[config.mk]
export PLATFORM = sky130hd
export DESIGN_NAME = fsqrt_sequencer
export DESIGN_NICKNAME = d
export VERILOG_FILES = /design/src/rtl/fsqrt_sequencer.sv
export SDC_FILE = /design/constraint.sdc
export NUM_CORES = 1
export LEC_CHECK = 0
export CAP_MARGIN = 20
export CORE_ASPECT_RATIO = 0.9
export CORE_MARGIN = 5
export CORE_UTILIZATION = 48
export DETAILED_ROUTE_END_ITERATION = 6
export HOLD_SLACK_MARGIN = 0.12
export PLACE_DENSITY = 0.86
export SYNTH_ARGS = -nofsm -noshare
export SYNTH_HDL_FRONTEND = slang
export SYNTH_SLANG_ARGS = --single-unit
[constraint.sdc]
create_clock -name clock -period 5.37 [get_ports clock]
set_input_delay 0.537 -clock clock [delete_from_list [all_inputs] [get_ports clock]]
set_output_delay 0.537 -clock clock [all_outputs]
set_load 0.03 [all_outputs]
[src/rtl/fsqrt_sequencer.sv]
// IEEE-754 single-precision square-root sequencer around a Goldschmidt root core.
// Decodes specials, normalises the radicand, drives core start/ready, rounds and holds the result.
module fsqrt_sequencer #(
   parameter bit          ROUND_NEAREST = 1'b1,
   parameter logic [31:0] QNAN          = 32'h7FC00000
) (
   input  logic        clock,
   input  logic        resetn,
   input  logic        in_valid,
   output logic        in_ready,
   input  logic [31:0] in_a,
   input  logic        flush,
   output logic        out_valid,
   input  logic        out_ready,
   output logic [31:0] out_result,
   output logic        out_invalid,
   output logic        root_start,
   output logic [31:0] root_d,
   input  logic        root_busy,
   input  logic        root_ready,
   input  logic [31:0] root_q
);

   typedef enum logic [2:0] {
      IDLE,
      START,
      WAIT,
      DONE,
      DRAIN
   } state_t;

   state_t      state, state_nxt;
   logic [31:0] root_d_nxt;
   logic [31:0] result_r, result_nxt;
   logic        invalid_r, invalid_nxt;
   logic [7:0]  exp_r, exp_nxt;

   // operand decode
   logic        op_sign;
   logic [7:0]  op_exp;
   logic [22:0] op_man;
   logic        is_special;
   logic [31:0] special_result;
   logic        special_invalid;
   logic [8:0]  exp_sum;

   assign op_sign = in_a[31];
   assign op_exp  = in_a[30:23];
   assign op_man  = in_a[22:0];
   assign exp_sum = {1'b0, op_exp} + 9'd127;

   always_comb begin
      is_special      = 1'b1;
      special_result  = '0;
      special_invalid = 1'b0;
      if (op_exp == 8'hFF && op_man != 23'd0) begin
         special_result  = QNAN;
         special_invalid = 1'b1;
      end else if (op_sign && op_exp != 8'h00) begin
         special_result  = QNAN;
         special_invalid = 1'b1;
      end else if (op_exp == 8'h00) begin
         special_result  = {op_sign, 31'd0};
      end else if (op_exp == 8'hFF) begin
         special_result  = 32'h7F800000;
      end else begin
         is_special      = 1'b0;
      end
   end

   // result assembly: round on q[7], mantissa carry-out bumps the exponent
   logic        round_bit;
   logic        man_carry;
   logic [22:0] man_rounded;
   logic [7:0]  exp_out;
   logic [31:0] assembled;
   logic        unused_q_bits;

   assign round_bit                = ROUND_NEAREST & root_q[7];
   assign {man_carry, man_rounded} = {1'b0, root_q[30:8]} + {23'd0, round_bit};
   assign exp_out                  = exp_r + {7'd0, man_carry};
   assign assembled                = {1'b0, exp_out, man_rounded};
   assign unused_q_bits            = ^{root_q[31], root_q[6:0]};

   assign in_ready    = (state == IDLE);
   assign out_valid   = (state == DONE);
   assign out_result  = result_r;
   assign out_invalid = invalid_r;

   always_comb begin
      state_nxt   = state;
      root_d_nxt  = root_d;
      result_nxt  = result_r;
      invalid_nxt = invalid_r;
      exp_nxt     = exp_r;
      root_start  = 1'b0;
      case (state)
         IDLE: begin
            if (in_valid && !flush) begin
               if (is_special) begin
                  result_nxt  = special_result;
                  invalid_nxt = special_invalid;
                  state_nxt   = DONE;
               end else begin
                  root_d_nxt = op_exp[0] ? {2'b01, op_man, 7'd0} : {1'b1, op_man, 8'd0};
                  exp_nxt    = exp_sum[8:1];
                  state_nxt  = START;
               end
            end
         end
         START: begin
            root_start = !root_busy;
            // once the pulse issues the core cannot be cancelled, so its result must be drained
            if (flush)
               state_nxt = root_busy ? IDLE : DRAIN;
            else if (!root_busy)
               state_nxt = WAIT;
         end
         WAIT: begin
            if (flush) begin
               state_nxt = DRAIN;
            end else if (root_ready) begin
               result_nxt  = assembled;
               invalid_nxt = 1'b0;
               state_nxt   = DONE;
            end
         end
         DONE: begin
            if (flush || out_ready)
               state_nxt = IDLE;
         end
         DRAIN: begin
            if (root_ready)
               state_nxt = IDLE;
         end
         default: state_nxt = IDLE;
      endcase
   end

   always_ff @(posedge clock or negedge resetn) begin
      if (!resetn) begin
         state     <= IDLE;
         root_d    <= '0;
         result_r  <= '0;
         invalid_r <= 1'b0;
         exp_r     <= '0;
      end else begin
         state     <= state_nxt;
         root_d    <= root_d_nxt;
         result_r  <= result_nxt;
         invalid_r <= invalid_nxt;
         exp_r     <= exp_nxt;
      end
   end

endmodule

# Word-level counts from Yosys, hierarchy flattened
# Cells that the tools add are included.
# word_totals
inputBits	71
reg_bits	76
word_cells	68
# op_classes
n_reduce_logical	14
bitwise_logic	1
add_sub_neg	3
muxes	32
eq_ne	13
# ops
cell	count
32-bit 2-to-1 mux	8
32-bit one-hot mux with 2 select lines	1
31-bit 2-to-1 mux	1
23-bit by 1-bit adder with 24-bit output	1
3-bit 2-to-1 mux	8
23-bit nonzero test	1
3-bit one-hot mux with 5 select lines	1
1-bit 2-to-1 mux	11
5-bit AND reduction	2
8-bit by 7-bit adder with 9-bit output, second input constant	1
8-bit by 1-bit adder with 8-bit output	1
8-bit equality test, second input constant	1
8-bit zero test	1
8-bit nonzero test	1
3-bit by 2-bit equality test with 1-bit output, second input constant	2
2-bit by 1-bit != test with 1-bit output, second input constant	3
2-bit != test, second input constant	3
3-bit != test, second input constant	2
3-bit by 1-bit equality test with 1-bit output, second input constant	1
3-bit equality test, second input constant	1
1-bit logical AND	3
3-bit zero test	1
3-bit AND reduction	1
1-bit zero test	2
5 further kinds	5

# Longest topological paths before layout
# Gate-level depths: netlist (run 1).
# depth
depth_word	8
ltp_mapped	11
ltp_nobuf	11

# Least setup slack after synthesis (run 1)
# Ideal clock, no wire load.
# synth_path
path_kind	input -> register
from	input port in_a[23]
to	register root_d[31]
path_buffers	4
t_arrival_ps	2702
path_stages	10
path_slack_ps	2523
path_cell_list	clkbuf_1 > buf_1 > inv_1 > ha_1 > nor4b_4 > or4_1 > buf_4 > buf_6 > nand2_1 > o21ai_0
# synth_via
elab_chain_cells	7
# synth_lines
item	line	rtl
start: declaration	11	input logic [31:0] in_a,
8-bit equality test	56, 64	
1-bit 2-to-1 mux	64	end else if (op_exp == 8'hFF) begin
1-bit 2-to-1 mux	62	end else if (op_exp == 8'h00) begin
1-bit 2-to-1 mux	59	end else if (op_sign && op_exp != 8'h00) begin
1-bit 2-to-1 mux	56	if (op_exp == 8'hFF && op_man != 23'd0) begin
1-bit NOT (no source line)	-	
3-bit AND reduction (no source line)	-	
end signal: assignment	149	root_d <= root_d_nxt;
end: declaration	18	output logic [31:0] root_d,
# Parallel ways exist; a longest one is shown, timed or not.
# A chain may end at the register's enable or synchronous reset.

# Worst setup path in the final report (run 1)
# layout_path
from	input port in_a[23]
to	register root_d[18]
# Same word-level chain as after synthesis.

==> run metrics, run 1 <==
post-route cell area around 0.0052 mm^2; drt pass-1 iters 6; post-synthesis cell area 0.00374 mm^2; total CTS buffers 9; Worst Path Required 5.54 ns; count of unique library cells instantiated by Yosys 45; HP Class in2async; largest net degree at the start of global routing 70; worst-path fanout max 66; P&R area growth vs syn 38.2%; core area 0.00758 mm^2; first-pass GRT wire length 16000 um; Finish-stage setup viols 0; layout cells sized above 1 under 10%; post-DP HPWL 7330 um; Die ar. 0.00966 mm^2; via count 3278; Post-DRT Antenna Nets 0; Tot GR Track Use 20.9%; Yosys reg bits between 60 and 70; FMAX 311 MHz; CP peak stage delay 1.14 ns; Setup crit end kind register; crit start category input pin; post-synthesis average cell area 9.49 um^2; routed wire length per instance 16.1 um; clk sinks 69; worst r2r src state[1]; Max rail drop VDD 0.270 mV; Seq/Total Area, Yosys 46.2%; PD cells around 500 mW/mm^2; die width 103 um; min cycle time layout 3.21 ns; count of final max-slew check failures 0; IO buf count 123; cts hold-fix bufs 0; status finished, final reports clean; RSZ-0062 raised after global routing no; final hold viol count 0; cells after synthesis 394; CTS root buf clkbuf_8; max-cap violation count 0; vias in the first global route ~3300; Clk Latency, worst-skew pair 0.34 ns; CTS tree built; Inst Count DP about 600; die height around 94 um; Cell Rows 30; CTS clk-pin slew, worst paths 0.07 ns; non-filler cells, final 612; post-route setup TNS 0 ns; IO Pins 139; initial DRC count 88; register-to-register setup slack 2.71 ns; Slew headroom between 30% and 40%; total gr overflow 0; Crit Path Category in2reg; dpl cell area 0.00497 mm^2; drt via density around 5.4; nets 589; FF-to-FF End out_result[27]; Initial Utilization about half; Remaining DRCs 0; LEAKAGE 2.23 nW; setup bufs post-CTS 0; final critical-path share of the clock period 59.8%; CTS Buffer Depth 2; GP Congestion approximately 0.86; FF-to-FF path depth 5; CP cell instances clkdlybuf4s50_1 > buf_4 > inv_1 > ha_1 > nor4b_4 > or4_2 > nand2_1 > o21ai_0; Critical Path Slowest Stage Cell or4_2; Antenna Cells 0; clk_skew 0.00393 ns; drt total wl 9860 um; worst slew pin tran 0.971 ns; CP arrival 3.38 ns; cell family with most CP delay simple AND/OR/NAND/NOR gates; yosys warns 0; initial antenna violation count 0; H-tree depth 3; worst path bufs/invs 3; quantity of gates resized following cts 0
-- worst reg2reg max path: cells and delay by family, from the launching register on --
family	cells	cell delay (ns)
compound gates	2	1.13
flops	1	0.50
buf+inv	1	0.39
simple gates	2	0.54
-- Yosys cell counts (all sizes together) --
cell / count / share of area (%)
nand3: 11 / 1.5
o21ai: 55 / 7.4
nor2: 17 / 1.7
a21oi: 3 / 0.40
and2: 1 / 0.17
or3b: 1 / 0.23
mux2: 1 / 0.30
or3: 3 / 0.50
o21bai: 1 / 0.20
dfrtp: 69 / 46
and3: 6 / 1.0
a31oi: 3 / 0.50
nand3b: 1 / 0.20
nor4b: 1 / 0.64
a221o: 5 / 1.3
and4: 6 / 1.4
a22o: 2 / 0.47
xnor2: 15 / 3.5
clkbuf: 10 / 1.0
a32o: 1 / 0.27
nand2b: 3 / 0.50
conb: 1 / 0.10
a211o: 2 / 0.47
buf: 16 / 3.5
o22a: 1 / 0.23
nor3: 9 / 1.2
nor3b: 1 / 0.20
nor2b: 3 / 0.50
mux2i: 23 / 6.2
o22ai: 1 / 0.17
ha: 7 / 2.3
nand4: 6 / 1.0
inv: 8 / 0.80
o41ai: 2 / 0.67
nor4: 7 / 1.2
o31ai: 2 / 0.40
or4: 3 / 0.70
nand2: 70 / 7.0
xor2: 17 / 4.0
-- sequential cells by signal, indices dropped and copies added, names as in the netlist --
signal	count
exp_r	8
out_invalid	1
out_result	32
root_d	25
state	3
-- metal layers --
metal / vias to the layer above / global-route usage [%] / routed length, um
li1: 1605 / - / -
met1: 1527 / 26.1 / 4080
met2: 133 / 33.9 / 4640
met3: 13 / 7.72 / 1010
met4: 0 / 5.93 / 132
met5: - / 0 / 0
-- placed cells by master, fill, tap and decap left out, types with 3 or more instances in the layout --
master,n
nand4_1,6
nand3_1,11
xnor2_1,15
clkdlybuf4s50_1,122
and3_1,6
a221o_1,5
xor2_1,17
and4_1,6
nor2b_1,3
a31oi_1,3
inv_1,8
mux2i_1,23
nand2b_1,3
or3_1,3
dfrtp_1,69
ha_1,7
a21oi_1,3
nand2_1,70
nor4_1,7
nor3_1,9
clkbuf_8,10
conb_1,7
nor2_1,17
o21ai_0,54
buf_4,3
-- kinds of logic after synthesis --
group                      after synthesis  share of synthesized area [%]
adders and majority gates                7                           2.34
and+or+nand+nor                        149                           19.6
xor gates and xnor gates                32                           7.50
other                                    1                          0.100
buffers and inverters                   34                           5.29
DFF                                     69                           46.2
AOI/OAI and AO/OA                       78                           12.5
muxes                                   24                           6.46
-- report_power, final --
group | internal (mW) | total, mW | leakage (nW) | switching, mW
Clock | 0.226 | 0.423 | 0.0964 | 0.197
Combinational | 0.525 | 1.26 | 1.25 | 0.738
Sequential | 0.742 | 0.902 | 0.887 | 0.160
Total | 1.49 | 2.59 | 2.23 | 1.09
-- worst max path at each step --
| stage | startpoint | end | slack (ns) | depth (start not counted) |
|---|---|---|---|---|
| floorplan | in_a[23] | root_d[31] | 2.52 | 10 |
| global placement | in_a[23] | out_result[27] | 1.84 | 9 |
| detailed placement | in_a[23] | out_result[27] | 1.80 | 9 |
| CTS | in_a[23] | out_result[27] | 2.18 | 9 |
| global route | in_a[23] | out_result[27] | 2.01 | 9 |
| finish | in_a[23] | root_d[18] | 2.16 | 8 |
-- metrics by stage --
step	utilization [%]	setup WS (ns)	hold WS [ns]	power, mW
2_1_floorplan	-	2.52	0.241	1.62
3_3_place_gp	65.6	1.84	0.460	2.14
3_5_place_dp	65.6	1.80	0.469	2.18
4_1_cts	68.2	2.18	0.426	2.61
5_1_grt	68.2	2.01	0.465	2.75
6_report	68.2	2.16	0.380	2.59
-- area by class of cell --
type                            count  area, um^2
Clock buffer                       12         145
Clock inverter                      4        47.5
Fill cell                         616        2410
Inverter                            8        30.0
Multi-Input combinational cell    297        1850
Sequential cell                    69        1730
Tap cell                           96         120
Timing Repair Buffer              126        1250
Power figures use the tool's default switching activity.
==> run 2, diff against run 1 <==
--- a/config.mk
+++ b/config.mk
@@ -8,10 +8,10 @@
 export CAP_MARGIN = 20
 export CORE_ASPECT_RATIO = 0.9
 export CORE_MARGIN = 5
-export CORE_UTILIZATION = 48
+export CORE_UTILIZATION = 45
 export DETAILED_ROUTE_END_ITERATION = 6
 export HOLD_SLACK_MARGIN = 0.12
-export PLACE_DENSITY = 0.86
+export PLACE_DENSITY = 0.81
 export SYNTH_ARGS = -nofsm -noshare
 export SYNTH_HDL_FRONTEND = slang
 export SYNTH_SLANG_ARGS = --single-unit
==> constraint.sdc (replaced) <==
create_clock -name clock -period 3.05 [get_ports clock]
set_input_delay 0.305 -clock clock [delete_from_list [all_inputs] [get_ports clock]]
set_output_delay 0.305 -clock clock [all_outputs]
set_load 0.03 [all_outputs]
==> run metrics, run 2 (synthesis results as in run 1) <==
Antenna Cells 0 (unchanged); Hold Crit Depth 2; crit start category input pin (unchanged); Inst Count DP 609 (was 596); post-DP HPWL 7740 um (was 7330 um); IO Pins 139 (unchanged); via count 3323 (was 3278); Post-Route Utilization 65.8% (was 68.2%); Initial Utilization 46.3% (was 49.3%); CTS tree built (unchanged); die height 96.5 um (was 93.7 um); largest net degree at the start of global routing 67 (was 70); clk_skew 0.00638 ns (was 0.00393 ns); layout cells sized above 1 7.01% (was 4.65%); PD cells 879 mW/mm^2 (was 501 mW/mm^2); first-pass GRT wire length 16600 um (was 16000 um); FMAX 377 MHz; CTS clk-pin slew, worst paths 0.07 ns (about the same); CTS Buffer Depth 2 (unchanged); Remaining DRCs 0 (unchanged); HP Class reg2reg (was in2async); setup bufs post-CTS 0 (unchanged); RSZ-0062 raised after global routing no (unchanged); Cell Rows 31 (was 30); Post-Place Worst Slack 0.0442 ns (was 1.80 ns); H-tree depth 3 (unchanged); drt via density 5.30 (was 5.36); Slew headroom 44.1% (was 35.2%); drt pass-1 iters 6 (unchanged); Critical Path Slowest Stage Cell clkdlybuf4s50_1 (was or4_2); non-filler cells, final 627 (was 612); CTS root buf clkbuf_8 (unchanged); Clk Latency, worst-skew pair 0.34 ns (about the same); final hold viol count 0 (unchanged); nets 601 (was 589); Crit Path Category in2reg (unchanged); cts hold-fix bufs 1 (was 0); vias in the first global route 3404 (was 3293); CP peak stage delay 0.46 ns (was 1.14 ns); IO buf count 123 (unchanged); Tot GR Track Use 20.4% (was 20.9%); CP arrival 2.92 ns (was 3.38 ns); total gr overflow 0 (unchanged); drt total wl 10100 um (was 9860 um); min cycle time layout 2.65 ns; count of final max-slew check failures 0 (unchanged); initial antenna violation count 0 (unchanged); max-cap violation count 0 (unchanged); core area 0.00807 mm^2 (was 0.00758 mm^2); LEAKAGE 2.31 nW (was 2.23 nW); total CTS buffers 9 (unchanged); clk sinks 69 (unchanged); GP Congestion 0.936 (was 0.865); Post-DRT Antenna Nets 0 (unchanged); die width 106 um (was 103 um); worst slew pin tran 0.838 ns (was 0.971 ns); initial DRC count 89 (was 88); max FFs per register 32 (unchanged); Finish-stage setup viols 0 (unchanged); most frequent cells in the layout clkdlybuf4s50_1 (122), nand2_1 (70), dfrtp_1 (69), o21ai_0 (54), mux2i_1 (23) (unchanged); commonest non-fill, non-tap cell in the layout clkdlybuf4s50_1 (unchanged); Die ar. 0.0102 mm^2 (was 0.00966 mm^2); status finished, final reports clean (unchanged); P&R area growth vs syn 41.9% (was 38.2%); worst-path fanout max 3 (was 66); routed wire length per instance 16.1 um (about the same); final critical-path share of the clock period 87.0%; Final WS setup 0.395 ns (was 2.16 ns); Setup crit end kind register (unchanged); FF-to-FF path depth 6 (was 5); quantity of gates resized following cts 0 (unchanged); CP cell instances clkdlybuf4s50_1 > ha_1 > and4_1 > nand4_1 > nor3_1 > and3_1 > ha_1 > and4_1 > nand4_1 > xor2_1 > mux2_2 > o21ai_0 (was clkdlybuf4s50_1 > buf_4 > inv_1 > ha_1 > nor4b_4 > or4_2 > nand2_1 > o21ai_0); Worst Path Required 3.31 ns (was 5.54 ns); Max rail drop VDD 0.597 mV (was 0.270 mV); post-route setup TNS 0 ns (unchanged)
==> run 2: cell count changes in the layout (fill, tap and decap cells not counted), sizes merged <==
cell         change
buf             +11
clkbuf           +2
clkinv           -2
dlygate4sd3      +1
==> run 2: metrics by stage <==
stage | power [mW] | hold slack (ns) | area (um^2)
finish | 4.66 | 0.483 | 5310
global route | 4.96 | 0.516 | 5310
global placement | 3.79 | 0.438 | 5050
detailed placement | 3.85 | 0.453 | 5050
floorplan | 2.84 | 0.00941 | 3760
CTS | 4.71 | 0.489 | 5290
==> run 2: layer usage <==
metal / share of wire, % / global-route usage, % / wire, um
met1: 42 / 24.3 / 4190
met2: 47 / 34.4 / 4740
met3: 9.4 / 8.37 / 945
met4: 1.8 / 6.15 / 181
met5: 0 / 0 / 0
==> run 2: layout make-up <==
type,instances,area (um^2)
timing repair buffer,138,1350
fill,662,2760
clock buffer,14,193
multi-input combinational,297,1850
tap,99,124
inverter,8,30.0
clock inverter,2,37.5
sequential,69,1730
==> run 2: final timing paths <==
path | start | to | slack, ns
min in group asynchronous | resetn | state[2] | 0.60
max reg2reg | state[0] | out_result[8] | 0.77
max in group asynchronous | resetn | root_d[8] | 1.69
min reg2reg | root_d[15] | root_d[15] | 0.48
max | root_q[7] | out_result[30] | 0.40
min | root_d[15] | root_d[15] | 0.48
==> run 2: power by group <==
part           switching [mW]  internal [mW]
sequential              0.287           1.31
combinational            1.30          0.940
clock                   0.340          0.490
==> run 2: critical path, delay by kind of cell <==
kind | cells | cell delay [ns]
AND/OR/NAND/NOR | 6 | 1.21
adder cells (fa/ha/maj) | 2 | 0.37
multiplexers | 1 | 0.26
AO/OA/AOI/OAI | 1 | 0.15
buffers and inverters | 1 | 0.46
XOR/XNOR | 1 | 0.16
